**src/rtl/ysyx_22050598_ifid_buf_if.sv**
```systemverilog
// Fetch/decode bundle around the IF/ID instruction buffer.
//   fetch side : ifu_stall, pc_now, if_inst, flush_pc_en -> buffer
//                pc_stall, prdt_pc_en, prdt_pc_add_op    <- buffer
//   decode side: id_ready                                 -> buffer
//                id_valid, id_pc, id_inst, id_prdt_taken  <- buffer
// slave  : the buffer itself.
// master : the surrounding pipeline (or a bench) driving the buffer.
interface ysyx_22050598_ifid_buf_if;
  logic        ifu_stall;
  logic [63:0] pc_now;
  logic [31:0] if_inst;
  logic        flush_pc_en;
  logic        pc_stall;
  logic        prdt_pc_en;
  logic [63:0] prdt_pc_add_op;
  logic        id_ready;
  logic        id_valid;
  logic [63:0] id_pc;
  logic [31:0] id_inst;
  logic        id_prdt_taken;

  modport slave (
    input  ifu_stall, pc_now, if_inst, flush_pc_en, id_ready,
    output pc_stall, prdt_pc_en, prdt_pc_add_op,
           id_valid, id_pc, id_inst, id_prdt_taken
  );

  modport master (
    output ifu_stall, pc_now, if_inst, flush_pc_en, id_ready,
    input  pc_stall, prdt_pc_en, prdt_pc_add_op,
           id_valid, id_pc, id_inst, id_prdt_taken
  );
endinterface

```
**src/rtl/ysyx_22050598_ifid_buf.sv**
```systemverilog
// IF/ID instruction buffer with static branch predecode.
// Captures {pc, inst, taken} from fetch into a DEPTH-entry FIFO and presents
// the head entry to decode. JAL and backward conditional branches are
// predicted taken on the incoming word; the offset goes back to fetch in the
// same cycle.
// Ports:
//   clk  - clock, rising edge
//   rst  - asynchronous reset, active low
//   bus  - fetch/decode bundle (slave side), see ysyx_22050598_ifid_buf_if
module ysyx_22050598_ifid_buf #(
  parameter int DEPTH = 2,
  parameter int PTR_W = 1
) (
  input  logic                       clk,
  input  logic                       rst,
  ysyx_22050598_ifid_buf_if.slave    bus
);

  typedef struct packed {
    logic [63:0] pc;
    logic [31:0] inst;
    logic        taken;
  } entry_t;

  localparam logic [PTR_W:0] FULL_CNT = (PTR_W+1)'(DEPTH);
  localparam logic [6:0]     OP_JAL   = 7'b1101111;
  localparam logic [6:0]     OP_BR    = 7'b1100011;

  entry_t           mem_q [DEPTH];
  logic [PTR_W-1:0] wr_ptr_q, wr_ptr_d;
  logic [PTR_W-1:0] rd_ptr_q, rd_ptr_d;
  logic [PTR_W:0]   cnt_q, cnt_d;

  logic        full, push, pop;
  logic        is_jal, is_bbr, taken;
  logic [63:0] imm_j, imm_b;
  logic [31:0] inst;
  entry_t      head;

  // Handshake terms. No push while full even if the head pops this cycle:
  // there is no bypass, so the slot only frees up at the edge.
  assign full     = (cnt_q == FULL_CNT);
  assign push     = ~bus.ifu_stall & ~full & ~bus.flush_pc_en;
  assign pop      = bus.id_valid & bus.id_ready & ~bus.flush_pc_en;
  assign bus.pc_stall = ~bus.flush_pc_en & (bus.ifu_stall | full);

  // Static predecode: JAL always taken, conditional branch taken when the
  // offset is negative (backward-taken, forward-not-taken).
  assign inst   = bus.if_inst;
  assign is_jal = (inst[6:0] == OP_JAL);
  assign is_bbr = (inst[6:0] == OP_BR) & inst[31];
  assign taken  = is_jal | is_bbr;
  assign imm_j  = {{43{inst[31]}}, inst[31], inst[19:12], inst[20], inst[30:21], 1'b0};
  assign imm_b  = {{51{inst[31]}}, inst[31], inst[7], inst[30:25], inst[11:8], 1'b0};

  assign bus.prdt_pc_en     = push & taken;
  assign bus.prdt_pc_add_op = is_jal ? imm_j : (is_bbr ? imm_b : 64'd0);

  // Pointers wrap naturally since DEPTH is a power of two.
  always_comb begin
    wr_ptr_d = wr_ptr_q;
    rd_ptr_d = rd_ptr_q;
    cnt_d    = cnt_q;
    if (bus.flush_pc_en) begin
      wr_ptr_d = '0;
      rd_ptr_d = '0;
      cnt_d    = '0;
    end else begin
      if (push) wr_ptr_d = wr_ptr_q + 1'b1;
      if (pop)  rd_ptr_d = rd_ptr_q + 1'b1;
      if (push & ~pop)      cnt_d = cnt_q + 1'b1;
      else if (pop & ~push) cnt_d = cnt_q - 1'b1;
    end
  end

  always_ff @(posedge clk or negedge rst) begin
    if (!rst) begin
      wr_ptr_q <= '0;
      rd_ptr_q <= '0;
      cnt_q    <= '0;
    end else begin
      wr_ptr_q <= wr_ptr_d;
      rd_ptr_q <= rd_ptr_d;
      cnt_q    <= cnt_d;
    end
  end

  // Entry storage; a flush leaves the data in place, the output gating
  // below hides it.
  always_ff @(posedge clk or negedge rst) begin
    if (!rst) begin
      for (int i = 0; i < DEPTH; i++) mem_q[i] <= '0;
    end else if (push) begin
      mem_q[wr_ptr_q] <= '{pc: bus.pc_now, inst: bus.if_inst, taken: taken};
    end
  end

  assign head              = mem_q[rd_ptr_q];
  assign bus.id_valid      = (cnt_q != '0);
  assign bus.id_pc         = bus.id_valid ? head.pc    : 64'd0;
  assign bus.id_inst       = bus.id_valid ? head.inst  : 32'd0;
  assign bus.id_prdt_taken = bus.id_valid & head.taken;

endmodule
```
**src/flat_wrapper.sv**
```systemverilog
// flat-port wrapper written by rule: the top's interface ports become plain ports
module ysyx_22050598_ifid_buf_flat 
#(
  parameter int DEPTH = 2,
  parameter int PTR_W = 1
)
  (clk, rst, bus_ifu_stall, bus_pc_now, bus_if_inst, bus_flush_pc_en, bus_id_ready, bus_pc_stall, bus_prdt_pc_en, bus_prdt_pc_add_op, bus_id_valid, bus_id_pc, bus_id_inst, bus_id_prdt_taken);
  ysyx_22050598_ifid_buf_if bus_i ();
  input  logic clk;
  input  logic rst;
  input wire logic [$bits(bus_i.ifu_stall)-1:0] bus_ifu_stall;
  input wire logic [$bits(bus_i.pc_now)-1:0] bus_pc_now;
  input wire logic [$bits(bus_i.if_inst)-1:0] bus_if_inst;
  input wire logic [$bits(bus_i.flush_pc_en)-1:0] bus_flush_pc_en;
  input wire logic [$bits(bus_i.id_ready)-1:0] bus_id_ready;
  output wire logic [$bits(bus_i.pc_stall)-1:0] bus_pc_stall;
  output wire logic [$bits(bus_i.prdt_pc_en)-1:0] bus_prdt_pc_en;
  output wire logic [$bits(bus_i.prdt_pc_add_op)-1:0] bus_prdt_pc_add_op;
  output wire logic [$bits(bus_i.id_valid)-1:0] bus_id_valid;
  output wire logic [$bits(bus_i.id_pc)-1:0] bus_id_pc;
  output wire logic [$bits(bus_i.id_inst)-1:0] bus_id_inst;
  output wire logic [$bits(bus_i.id_prdt_taken)-1:0] bus_id_prdt_taken;
  assign bus_i.ifu_stall = bus_ifu_stall;
  assign bus_i.pc_now = bus_pc_now;
  assign bus_i.if_inst = bus_if_inst;
  assign bus_i.flush_pc_en = bus_flush_pc_en;
  assign bus_i.id_ready = bus_id_ready;
  assign bus_pc_stall = bus_i.pc_stall;
  assign bus_prdt_pc_en = bus_i.prdt_pc_en;
  assign bus_prdt_pc_add_op = bus_i.prdt_pc_add_op;
  assign bus_id_valid = bus_i.id_valid;
  assign bus_id_pc = bus_i.id_pc;
  assign bus_id_inst = bus_i.id_inst;
  assign bus_id_prdt_taken = bus_i.id_prdt_taken;
  ysyx_22050598_ifid_buf #(.DEPTH(DEPTH), .PTR_W(PTR_W)) u_core (.clk(clk), .rst(rst), .bus(bus_i));
endmodule
```
**config.mk**
```make
export PLATFORM = sky130hd
export DESIGN_NAME = ysyx_22050598_ifid_buf_flat
export DESIGN_NICKNAME = d
export VERILOG_FILES = /design/src/rtl/ysyx_22050598_ifid_buf_if.sv /design/src/rtl/ysyx_22050598_ifid_buf.sv /design/src/flat_wrapper.sv
export SDC_FILE = /design/constraint.sdc
export NUM_CORES = 1
export LEC_CHECK = 0
export ABC_AREA = 1
export CAP_MARGIN = 5
export CORE_UTILIZATION = 52
export DETAILED_ROUTE_END_ITERATION = 10
export GPL_TIMING_DRIVEN = 0
export HOLD_SLACK_MARGIN = 0.02
export PLACE_DENSITY = 0.86
export REMOVE_ABC_BUFFERS = 1
export SLEW_MARGIN = 20
export SYNTH_ARGS = -nofsm -noshare
export SYNTH_HDL_FRONTEND = slang
export SYNTH_SLANG_ARGS = --single-unit
```
**constraint.sdc**
```tcl
create_clock -name clk -period 4.8 [get_ports clk]
set_input_delay 0.48 -clock clk [delete_from_list [all_inputs] [get_ports clk]]
set_output_delay 0.48 -clock clk [all_outputs]
set_load 0.02 [all_outputs]
```
=== Yosys cells after proc, flatten, opt, wreduce, memory -nomap -nowiden ===
Index checks and enable logic that the tools add are counted.

* Register bits: 198
* Output and inout port bits: 164
* Logic and storage cells: 60

* $add $sub $neg: 4
* Order comparisons: 3
* Eq/ne operators: 3
* Multiplexer cells: 17
* Bitwise gates (word level): 19
* Reduce and logical (&&, ||, !) cells: 5

{| class="wikitable"
|+ Operators by type and width
! kind !! count
|-
| 97-bit 2-to-1 mux || 4
|-
| 194-bit bitwise mux || 1
|-
| 64-bit 2-to-1 mux || 3
|-
| 97-bit demux with 1-bit select || 1
|-
| 32-bit 2-to-1 mux || 1
|-
| 7-bit == test, second input constant || 2
|-
| 1-bit bitwise AND || 10
|-
| 2-bit 2-to-1 mux || 3
|-
| 2-bit nonzero test || 3
|-
| 1-bit NOT || 5
|-
| 2-bit greater-or-equal comparator, second input constant || 2
|-
| 1-bit 2-to-1 mux || 4
|-
| 1-bit NOT with 2-bit output || 2
|-
| 3-bit nonzero test || 1
|-
| 1-bit adder, second input constant || 2
|-
| 2-bit by 1-bit adder with 2-bit output, second input constant || 1
|-
| 2-bit == test, second input constant || 1
|-
| 2-bit by 1-bit < comparator with 1-bit output, second input constant || 1
|-
| 1-bit bitwise OR || 2
|-
| 2-bit by 1-bit subtractor with 2-bit output, second input constant || 1
|-
| 1-bit logical AND || 1
|}

=== Depth between registers and ports, before layout ===
Gate-level depths: netlist (run 1).

* Word-level depth: 9
* Mapped depth: 9
* Depth with buffers taken out: 9

=== Worst setup path after synthesis (run 1) ===
No wires, ideal clock.

* Path type: in2out
* Start point: input port bus_if_inst[5]
* End point: output port bus_prdt_pc_add_op[21]
* Arrival: 3167 ps
* Setup slack: 1153 ps
* Cell stages on the path: 8
* Buffers on the path: 2
* Path through: inv_2 -> nor3_2 -> nand3_1 -> nand2_1 -> inv_2 -> buf_2 -> nor2_1 -> buf_4

* Word-level cells in the longest chain between the ends: 4
* Elaborated cells on any way between the ends: 5
* Those cells by class: eq/ne: 2; mux: 2; bitwise: 1

{| class="wikitable"
|+ RTL lines
! element !! line !! text
|-
| from (decl) || flat_wrapper.sv:13 || <nowiki>input wire logic [$bits(bus_i.if_inst)-1:0] bus_if_inst;</nowiki>
|-
| 7-bit == test || ysyx_22050598_ifid_buf.sv:51 || <nowiki>assign is_bbr = (inst[6:0] == OP_BR) & inst[31];</nowiki>
|-
| 1-bit bitwise AND || ysyx_22050598_ifid_buf.sv:51 ||
|-
| 64-bit 2-to-1 mux || ysyx_22050598_ifid_buf.sv:57 || <nowiki>assign bus.prdt_pc_add_op = is_jal ? imm_j : (is_bbr ? imm_b : 64'd0);</nowiki>
|-
| 64-bit 2-to-1 mux * || ysyx_22050598_ifid_buf.sv:57 ||
|-
| to (decl) || flat_wrapper.sv:18 || <nowiki>output wire logic [$bits(bus_i.prdt_pc_add_op)-1:0] bus_prdt_pc_add_op;</nowiki>
|}

Every way passes the cells marked *; elsewhere a longest branch is shown, timed or not.

=== Worst setup path in the final report (run 1) ===
* Start point: input port bus_if_inst[5]
* End point: output port bus_prdt_pc_add_op[56]

The elaborated chain is that of the path after synthesis.

==> results of run 1 <==
## critical path, cell delays in order
cell,delay (ns)
clkdlybuf4s50_1,0.47
inv_2,0.05
nor3_2,0.21
nand3_1,0.29
nand2_1,0.22
inv_2,0.17
nor2_4,0.67
clkdlybuf4s50_1,0.77
## placed cells by master, fill, tap and decap left out, drive strengths merged
cell           count
nand2            409
clkdlybuf4s50    262
dfrtp            198
o21ai            196
inv              113
a21oi            108
clkbuf            21
nor2              15
buf               11
o22ai              5
clkinv             4
nand3              3
bufinv             2
nor3               2
conb               1
clkinvlp           1
dlygate4sd3        1
## sequential cells by signal, summed over array words and instances, names as in the netlist
name	cells
u_core.wr_ptr_q	1
u_core.rd_ptr_q	1
u_core.cnt_q	2
u_core.mem_q	194
## cell families (layout without fill, tap and decap cells)
group | Yosys count | count (layout) | synth area share, %
and+or+nand+nor | 429 | 429 | 17.63
AOI/OAI and AO/OA | 309 | 309 | 16.62
buffers and inverters | 228 | 415 | 12.66
DFF | 198 | 198 | 53.05
other | 1 | 1 | 0.04015
## worst paths after layout
check | from | to | slack, ns | cells past startpoint
max | bus_if_inst[5] | bus_prdt_pc_add_op[56] | 0.98 | 8
min | u_core.mem_q[79]$_DFFE_PN0P_ | u_core.mem_q[79]$_DFFE_PN0P_ | 0.49 | 2
min in group asynchronous | rst | u_core.mem_q[58]$_DFFE_PN0P_ | 0.51 | 2
min reg2reg | u_core.mem_q[79]$_DFFE_PN0P_ | u_core.mem_q[79]$_DFFE_PN0P_ | 0.49 | 2
max reg2reg | u_core.rd_ptr_q$_DFFE_PN0P_ | u_core.rd_ptr_q$_DFFE_PN0P_ | 2.77 | 5
max in group asynchronous | rst | u_core.mem_q[124]$_DFFE_PN0P_ | 3.55 | 3
## what timing repair did
item,4_1_cts,5_1_grt
hold buffers,1,0
gates resized for setup,0,0
hold endpoints to repair,31,0
## area by class of cell
type	count	area (um2)
fill	1350	5027
clock buffer	21	470.5
clock inverter	10	120.1
tap	225	281.5
timing repair buffer	274	2908
inverter	110	432.9
sequential	198	4959
multi-input combinational	739	3218
## metal layers
layer | wire length (um) | vias up | GRT usage [%]
li1 | - | 3994 | -
met1 | 9563 | 3837 | 31.69
met2 | 11320 | 298 | 43.34
met3 | 1934 | 31 | 6.227
met4 | 428 | 0 | 9.074
met5 | 0 | - | 0
## power groups by stage
| stage | Sequential, W | Combinational, W | Clock [W] |
|---|---|---|---|
| floorplan | 0.00259 | 0.00118 | 0 |
| detailed placement | 0.00267 | 0.00199 | 0 |
| CTS | 0.00265 | 0.00201 | 0.00146 |
| global placement | 0.00266 | 0.00188 | 0 |
| finish | 0.00265 | 0.00199 | 0.00143 |
| global route | 0.00272 | 0.00221 | 0.00153 |
## synth_stat cells
library cell | count | share of area [%]
a21oi_1 | 108 | 5.8
buf_1 | 2 | 0.080
buf_2 | 26 | 1.4
buf_4 | 56 | 4.5
buf_6 | 11 | 1.3
clkbuf_1 | 22 | 0.88
clkbuf_2 | 1 | 0.054
conb_1 | 1 | 0.040
dfrtp_1 | 198 | 53
inv_1 | 104 | 4.2
inv_2 | 6 | 0.24
nand2_1 | 408 | 16
nand2_2 | 1 | 0.067
nand3_1 | 2 | 0.11
nand3_4 | 1 | 0.19
nor2_1 | 13 | 0.52
nor2_2 | 1 | 0.067
nor2_4 | 1 | 0.12
nor3_1 | 1 | 0.054
nor3_2 | 1 | 0.11
o21ai_0 | 20 | 1.1
o21ai_1 | 176 | 9.4
o22ai_1 | 5 | 0.33
## metrics by stage
stage | hold WS (ns) | worst slack, ns | std cells | TNS (ns)
finish | 0.4858 | 0.9795 | 1577 | 0
floorplan | 0.1844 | -7.475 | 1047 | -328.91
detailed placement | 0.3664 | 0.9077 | 1545 | 0
global placement | 0.4654 | -4.796 | 1535 | -1173.65
global route | 0.5115 | 0.7410 | 1577 | 0
CTS | 0.4895 | 0.9002 | 1577 | 0
==> metrics.cfg, run 1 <==
[grt]
grt_pass1_wl_mm=37.47
grtUsageTotal_pct=25.58
grt_pass1_vias=7848
grt_max_degree=124
overflow=0
grt_antenna_before_repair=0

[setup_path]
crit_path_start_kind=primary input
end_kind=primary output
cp.arrival_ns=3.34
cp.required_ns=4.32
crit_type=in2out
path_max_fanout=44

[pwr]
finalPower_w=0.006077
switchingPower_w=0.002090
internal-power_w=0.003988
power_density_mw_per_mm2=490.5
ir_drop_mv=0.2735
combPwrFrac_pct=32.8
leakage_nw=5.759
clkPwrFrac_pct=23.6
switching_share_pct=34.38
power_frac_seq_pct=43.6

[sta]
setup_viol=0
drv_slew=0
final.period_utilization_pct=79.59
skew_ns=0.006681
tightest_slew_ns=0.8236
rsz0062_at_grt=no
max_freq_ghz=0.2617
min_period_ns=3.820
hold_viol_final=0
relSlewSlack_pct=44.97

[synthesis]
ys_seq_area_share_pct=53.05
synth_warnings=0
synth_cell_types=23
synthesis.area_mm2=0.009340
avgSynthCellArea_um2=8.017
synth_seq_cells=198
syn_inst=1165

[clock_tree]
clockBufferDepth=2
root_buffer=clkbuf_16
cts_tree=yes
path_clk_slew_ns=0.06
cts_setup_buffers=0
cts_made_buffers=17
cts_sinks=198
clk_latency_ns=0.42
htree_levels=4

[detailed_routing]
drt_iter0_drc=692
vias=8160
via_per_inst=5.174
drc_errors=0
ant_nets=0
firstDrtPassIters=5
wl_mm=23.25
wire_per_inst_um=14.74

[die]
core_area_mm2=0.01742
die_h_um=136.0
fp.dieW_um=136.0
row_count=48
pin_count=265
initial_core_util_pct=53.63
dieArea_mm2=0.01850

[placement]
io_buffers=263
dp_hpwl_mm=14.64
placed_area_mm2=0.01179
gp_congestion=0.7736

[final_layout]
design_area_mm2=0.01239
fin_util_pct=71.14
n_antenna_cell=0
drive_gt1_share_pct=4.068
nets=1441
area_delta_synth_final_pct=32.65

[hold_path]
min_path_type=reg2reg

[job]
cap_violations=0

[outcome]
status=completed

Power figures use the tool's default switching activity.
==> run 2: changes to the inputs <==
Settings changed: CORE_UTILIZATION 52 to 44, PLACE_DENSITY 0.86 to 0.78.
Clock period 4.8 ns to 3.1 ns, I/O delays scaled along.
==> metrics.cfg, run 2 (synthesis gave the netlist of run 1 again) <==
[placement]
place_ws_ns=-0.3750  ; was 0.9077 ns
gp_congestion=0.7690  ; was 0.7736
io_buffers=263  ; unchanged
placed_area_mm2=0.01183  ; was 0.01179 mm2
dp.cells=1590  ; was 1545
dp_hpwl_mm=14.88  ; was 14.64 mm

[sta]
setup_viol=0  ; unchanged
final.period_utilization_pct=96.46
skew_ns=0.01160  ; was 0.006681 ns
min_period_ns=2.990
max_freq_ghz=0.3344
timing.final.ws_setup_ns=0.1097  ; was 0.9795 ns
drv_slew=0  ; unchanged
tightest_slew_ns=0.6337  ; was 0.8236 ns
rsz0062_at_grt=no  ; unchanged
hold_viol_final=0  ; unchanged
setup_tns_ns=0  ; unchanged
timing.hold.ws_ns=0.2699  ; was 0.4858 ns
relSlewSlack_pct=57.65  ; was 44.97%

[setup_path]
path_max_fanout=19  ; was 44
crit_path_start_kind=primary input  ; unchanged
max_stage_delay_ns=0.63  ; was 0.77 ns
crit_type=in2out  ; unchanged
cp.arrival_ns=2.68  ; was 3.34 ns
cp.required_ns=2.79  ; was 4.32 ns
slowest_stage=clkdlybuf4s50_1  ; unchanged
crit_top_cell=clkdlybuf4s50_1
end_kind=primary output  ; unchanged
crit_chain=clkdlybuf4s50_1 -> inv_1 -> nor2_1 -> nand3_2 -> nand2_1 -> inv_2 -> nor2_4 -> buf_12 -> clkdlybuf4s50_1  ; was clkdlybuf4s50_1 -> inv_2 -> nor3_2 -> nand3_1 -> nand2_1 -> inv_2 -> nor2_4 -> clkdlybuf4s50_1

[grt]
grt_pass1_wl_mm=40.25  ; was 37.47 mm
grt_antenna_before_repair=0  ; unchanged
grt_max_degree=107  ; was 124
grtUsageTotal_pct=23.17  ; was 25.58%
grt_pass1_vias=8020  ; was 7848
overflow=0  ; unchanged

[detailed_routing]
wire_per_inst_um=15.26  ; was 14.74 um
drt_iter0_drc=525  ; was 692
wl_mm=24.91  ; was 23.25 mm
ant_nets=0  ; unchanged
via_per_inst=5.029  ; was 5.174
drc_errors=0  ; unchanged
vias=8207  ; was 8160
firstDrtPassIters=4  ; was 5

[final_layout]
area_delta_synth_final_pct=35.58  ; was 32.65%
design_area_mm2=0.01266  ; was 0.01239 mm2
n_antenna_cell=0  ; unchanged
largest_register_ffs=194  ; unchanged
nets=1451  ; was 1441
fill_cells=1781  ; was 1350
largest_register=u_core.mem_q  ; unchanged
final_cells=1632  ; was 1577
final_common_cell=nand2_1  ; unchanged
final_cell_mix=nand2_1, clkdlybuf4s50_1, dfrtp_1  ; unchanged
top_regs=u_core.mem_q: 194 flops, u_core.cnt_q: 2 flops  ; unchanged
drive_gt1_share_pct=4.846  ; was 4.068%

[clock_tree]
htree_levels=4  ; unchanged
clockBufferDepth=2  ; unchanged
cts_sinks=198  ; unchanged
path_clk_slew_ns=0.07  ; was 0.06 ns
cts_tree=yes  ; unchanged
cts_made_buffers=17  ; unchanged
root_buffer=clkbuf_16  ; unchanged
clk_latency_ns=0.42  ; about the same

[die]
pin_count=265  ; unchanged
row_count=52  ; was 48
core_area_mm2=0.02049  ; was 0.01742 mm2
initial_core_util_pct=45.57  ; was 53.63%
fp.dieW_um=147.7  ; was 136.0 um
die_h_um=147.7  ; was 136.0 um
dieArea_mm2=0.02181  ; was 0.01850 mm2

[outcome]
status=completed  ; unchanged

[hold_path]
min_path_type=in2async  ; was reg2reg

[pwr]
ir_drop_mv=0.3478  ; was 0.2735 mV
power_frac_seq_pct=42.8  ; was 43.6%
switching_share_pct=34.72  ; was 34.38%
combPwrFrac_pct=33.1  ; was 32.8%
internal-power_w=0.006213  ; was 0.003988 W
clkPwrFrac_pct=24.1  ; was 23.6%
power_density_mw_per_mm2=751.6  ; was 490.5 mW/mm2
leakage_nw=5.976  ; was 5.759 nW
switchingPower_w=0.003304  ; was 0.002090 W

[job]
cap_violations=0  ; unchanged

[run 2: critical path, delay by kind of cell]
kind | cells | cell delay, ns
and+or+nand+nor | 4 | 0.74
buffers and inverters | 5 | 1.62
[run 2: path summary, 6_finish.rpt]
kind / from / end / slack [ns] / cells after the start
min in group clk: bus_pc_now[7] / u_core.mem_q[40]$_DFFE_PN0P_ / 0.45 / 3
worst min-delay path: rst / u_core.mem_q[152]$_DFFE_PN0P_ / 0.27 / 2
max in group asynchronous: rst / u_core.mem_q[18]$_DFFE_PN0P_ / 1.71 / 4
worst max-delay path: bus_if_inst[31] / bus_prdt_pc_add_op[22] / 0.11 / 9
worst max register to register: u_core.cnt_q[0]$_DFFE_PN0P_ / u_core.mem_q[130]$_DFFE_PN0P_ / 1.16 / 7
worst min register to register: u_core.mem_q[97]$_DFFE_PN0P_ / u_core.mem_q[97]$_DFFE_PN0P_ / 0.48 / 2
[run 2: metal layers]
layer	up-vias	track usage [%]	wire (um)	share of wire [%]
li1	4006	-	-	-
met4	0	6.753	427	1.7
met5	-	0	0	0
met2	292	38.68	12030	48
met3	28	5.432	1679	6.7
met1	3881	30.02	10770	43
[run 2: what timing repair did]
| item | in CTS | in global routing |
|---|---|---|
| hold endpoints to repair | 99 | 0 |
| cloned | 4 | 0 |
| setup endpoints to repair | 110 | 75 |
| pin swaps | 3 | 0 |
| gates resized for setup | 6 | 11 |
| setup buffers | 6 | 0 |
| hold buffers | 1 | 0 |
[run 2: final cells by class]
cell class,count,area [um2],area share (%)
Multi-Input combinational cell,742,3259,25.74
Sequential cell,198,4959,39.16
Inverter,110,440.4,3.478
Timing Repair Buffer,281,3064,24.20
Clock buffer,19,432.9,3.419
Tap cell,270,337.8,2.668
Clock inverter,12,170.2,1.344
[run 2: through the flow]
| step | utilization [%] | power (W) |
|---|---|---|
| after detailed placement | 57.74 | 0.007212 |
| after global routing | 61.79 | 0.01015 |
| after global placement | 56.31 | 0.007010 |
| final | 61.79 | 0.009518 |
| after CTS | 61.64 | 0.009585 |
| after floorplan | - | 0.005830 |
[run 2: power groups by stage]
| stage | logic (W) | registers (W) | clock network, W |
|---|---|---|---|
| finish | 0.00315 | 0.00407 | 0.00230 |
| detailed placement | 0.00308 | 0.00413 | 0 |
| CTS | 0.00318 | 0.00406 | 0.00234 |
| global placement | 0.00289 | 0.00412 | 0 |
| global route | 0.00351 | 0.00419 | 0.00245 |
| floorplan | 0.00182 | 0.00401 | 0 |
==> run 3: changes to the inputs <==
Settings changed: PLACE_DENSITY 0.78 to 0.84.
==> metrics.cfg, run 3 (synthesis gave the netlist of run 1 again) <==
[placement]
io_buffers=263  ; unchanged
dp_hpwl_mm=14.61  ; was 14.88 mm
dp.cells=1588  ; was 1590
gp_congestion=0.7801  ; was 0.7690

[grt]
overflow=0  ; unchanged
grt_antenna_before_repair=0  ; unchanged
grtUsageTotal_pct=22.97  ; was 23.17%
grt_max_degree=104  ; was 107
grt_pass1_vias=7963  ; was 8020
grt_pass1_wl_mm=39.74  ; was 40.25 mm

[setup_path]
crit_chain=buf_16 -> inv_12 -> clkbuf_16 -> nand2_1 -> a21oi_1 -> clkdlybuf4s50_1  ; was clkdlybuf4s50_1 -> inv_1 -> nor2_1 -> nand3_2 -> nand2_1 -> inv_2 -> nor2_4 -> buf_12 -> clkdlybuf4s50_1
cp.depth=6  ; was 9
r2r_cells=8  ; was 7
r2r_end=u_core.mem_q[157]$_DFFE_PN0P_  ; was u_core.mem_q[130]$_DFFE_PN0P_
slowest_stage=clkdlybuf4s50_1  ; unchanged
cp.required_ns=2.79  ; about the same
end_kind=primary output  ; unchanged
regToRegStartpoint=u_core.cnt_q[0]$_DFFE_PN0P_  ; unchanged
endpoint=bus_id_inst[2]  ; was bus_prdt_pc_add_op[22]
ff2ff_setup_slack_ns=1.17  ; was 1.16 ns
cp.arrival_ns=2.67  ; was 2.68 ns
cp_top_family=buffers and inverters  ; unchanged
max_stage_delay_ns=0.66  ; was 0.63 ns
cp.buffers_inverters=4  ; was 5
crit_start=u_core.rd_ptr_q$_DFFE_PN0P_  ; was bus_if_inst[31]
crit_path_start_kind=register  ; was primary input
path_max_fanout=49  ; was 19
crit_type=reg2out  ; was in2out

[detailed_routing]
wl_mm=24.61  ; was 24.91 mm
drc_errors=0  ; unchanged
firstDrtPassIters=4  ; unchanged
vias=8207  ; unchanged
via_per_inst=5.023  ; was 5.029
drt_iter0_drc=519  ; was 525
wire_per_inst_um=15.06  ; was 15.26 um
ant_nets=0  ; unchanged

[die]
row_count=52  ; unchanged
pin_count=265  ; unchanged
dieArea_mm2=0.02181  ; unchanged
die_h_um=147.7  ; unchanged
fp.dieW_um=147.7  ; unchanged
core_area_mm2=0.02049  ; unchanged
initial_core_util_pct=45.57  ; unchanged

[final_layout]
fill_cells=1728  ; was 1781
final_cells=1634  ; was 1632
nets=1452  ; was 1451
largest_register=u_core.mem_q  ; unchanged
final_common_cell=nand2_1  ; unchanged
final_cell_mix=nand2_1, clkdlybuf4s50_1, dfrtp_1  ; unchanged
top_regs=u_core.mem_q: 194 flops, u_core.cnt_q: 2 flops  ; unchanged
largest_register_ffs=194  ; unchanged
area_delta_synth_final_pct=34.76  ; was 35.58%
n_antenna_cell=0  ; unchanged
multi_input_area_mm2=0.003266  ; was 0.003259 mm2
seqCellArea_mm2=0.004959  ; unchanged
drive_gt1_share_pct=5.132  ; was 4.846%

[clock_tree]
htree_levels=4  ; unchanged
clk_latency_ns=0.43  ; was 0.42 ns
cts_made_buffers=17  ; unchanged
cts_tree=yes  ; unchanged
clockBufferDepth=2  ; unchanged
path_clk_slew_ns=0.08  ; was 0.07 ns
root_buffer=clkbuf_16  ; unchanged
cts_sinks=198  ; unchanged

[job]
cap_violations=0  ; unchanged

[sta]
setup_tns_ns=0  ; unchanged
min_period_ns=2.981  ; was 2.990 ns
max_freq_ghz=0.3355  ; was 0.3344 GHz
setup_viol=0  ; unchanged
timing.hold.ws_ns=0.4352  ; was 0.2699 ns
tightest_slew_ns=0.7343  ; was 0.6337 ns
skew_ns=0.01645  ; was 0.01160 ns
hold_viol_final=0  ; unchanged
drv_slew=0  ; unchanged
final.period_utilization_pct=96.16  ; was 96.46%
rsz0062_at_grt=no  ; unchanged
relSlewSlack_pct=51.04  ; was 57.65%

[outcome]
status=completed  ; unchanged

[pwr]
ir_drop_mv=0.3954  ; was 0.3478 mV
power_density_mw_per_mm2=745.7  ; was 751.6 mW/mm2
finalPower_w=0.009387  ; was 0.009518 W
leakage_nw=5.895  ; was 5.976 nW

[hold_path]
min_path_type=in2reg  ; was in2async

run 3: metrics by stage:
stage | utilization, % | instance area [um2] | setup WS [ns]
6_report | 61.42 | 12590 | 0.1190
5_1_grt | 61.42 | 12590 | 0.003612
3_5_place_dp | 57.53 | 11790 | -0.3844
2_1_floorplan | - | 8571 | -8.835
4_1_cts | 60.99 | 12500 | 0.01007
3_3_place_gp | 56.31 | 11540 | -6.280
run 3: worst register-to-register path: stages, from the launching register on:
cell and delay [ns]:
dfrtp_1 0.44, inv_2 0.11, nand2_2 0.07, nand3_4 0.10, nor2_2 0.08, inv_8 0.35
buf_16 0.39, nand2_1 0.21, o21ai_1 0.11
run 3: final cells by class:
type                            instances  area share (%)
Inverter                              110           3.549
Multi-Input combinational cell        743           25.94
Tap cell                              270           2.684
Timing Repair Buffer                  281           23.82
Clock buffer                           19           3.519
Sequential cell                       198           39.39
Clock inverter                         13           1.093
run 3: worst min path at each step:
stage	from	to	slack [ns]	cells after the start
global placement	u_core.mem_q[97]$_DFFE_PN0P_	u_core.mem_q[97]$_DFFE_PN0P_	0.46	2
detailed placement	rst	u_core.mem_q[93]$_DFFE_PN0P_	0.39	1
floorplan	rst	u_core.cnt_q[0]$_DFFE_PN0P_	0.01	0
finish	bus_pc_now[15]	u_core.mem_q[48]$_DFFE_PN0P_	0.44	3
global route	bus_pc_now[32]	u_core.mem_q[162]$_DFFE_PN0P_	0.43	3
CTS	bus_pc_now[43]	u_core.mem_q[173]$_DFFE_PN0P_	0.42	3
run 3: repair_timing:
action / in CTS / in global routing
endpoints found under the hold margin: 97 / 0
hold buffers: 1 / 0
setup endpoints to repair: 103 / 92
pin swaps: 3 / 2
buffers inserted: 5 / 3
gates cloned: 3 / 2
resized for setup: 7 / 9
run 3: layer usage:
metal / vias to the layer above / GRT usage [%] / routed length, um
met2: 293 / 38.94 / 12150
met4: 0 / 6.959 / 340
met5: - / 0 / 0
met1: 3869 / 29.08 / 10280
li1: 4017 / - / -
met3: 28 / 5.494 / 1831
run 3: where the power goes:
group	total, W	leakage (nW)	switching (W)	internal [W]
logic	0.00313	3.13	0.00177	0.00136
clock network	0.00219	0.284	0.00103	0.00116
registers	0.00407	2.48	0.000521	0.00354
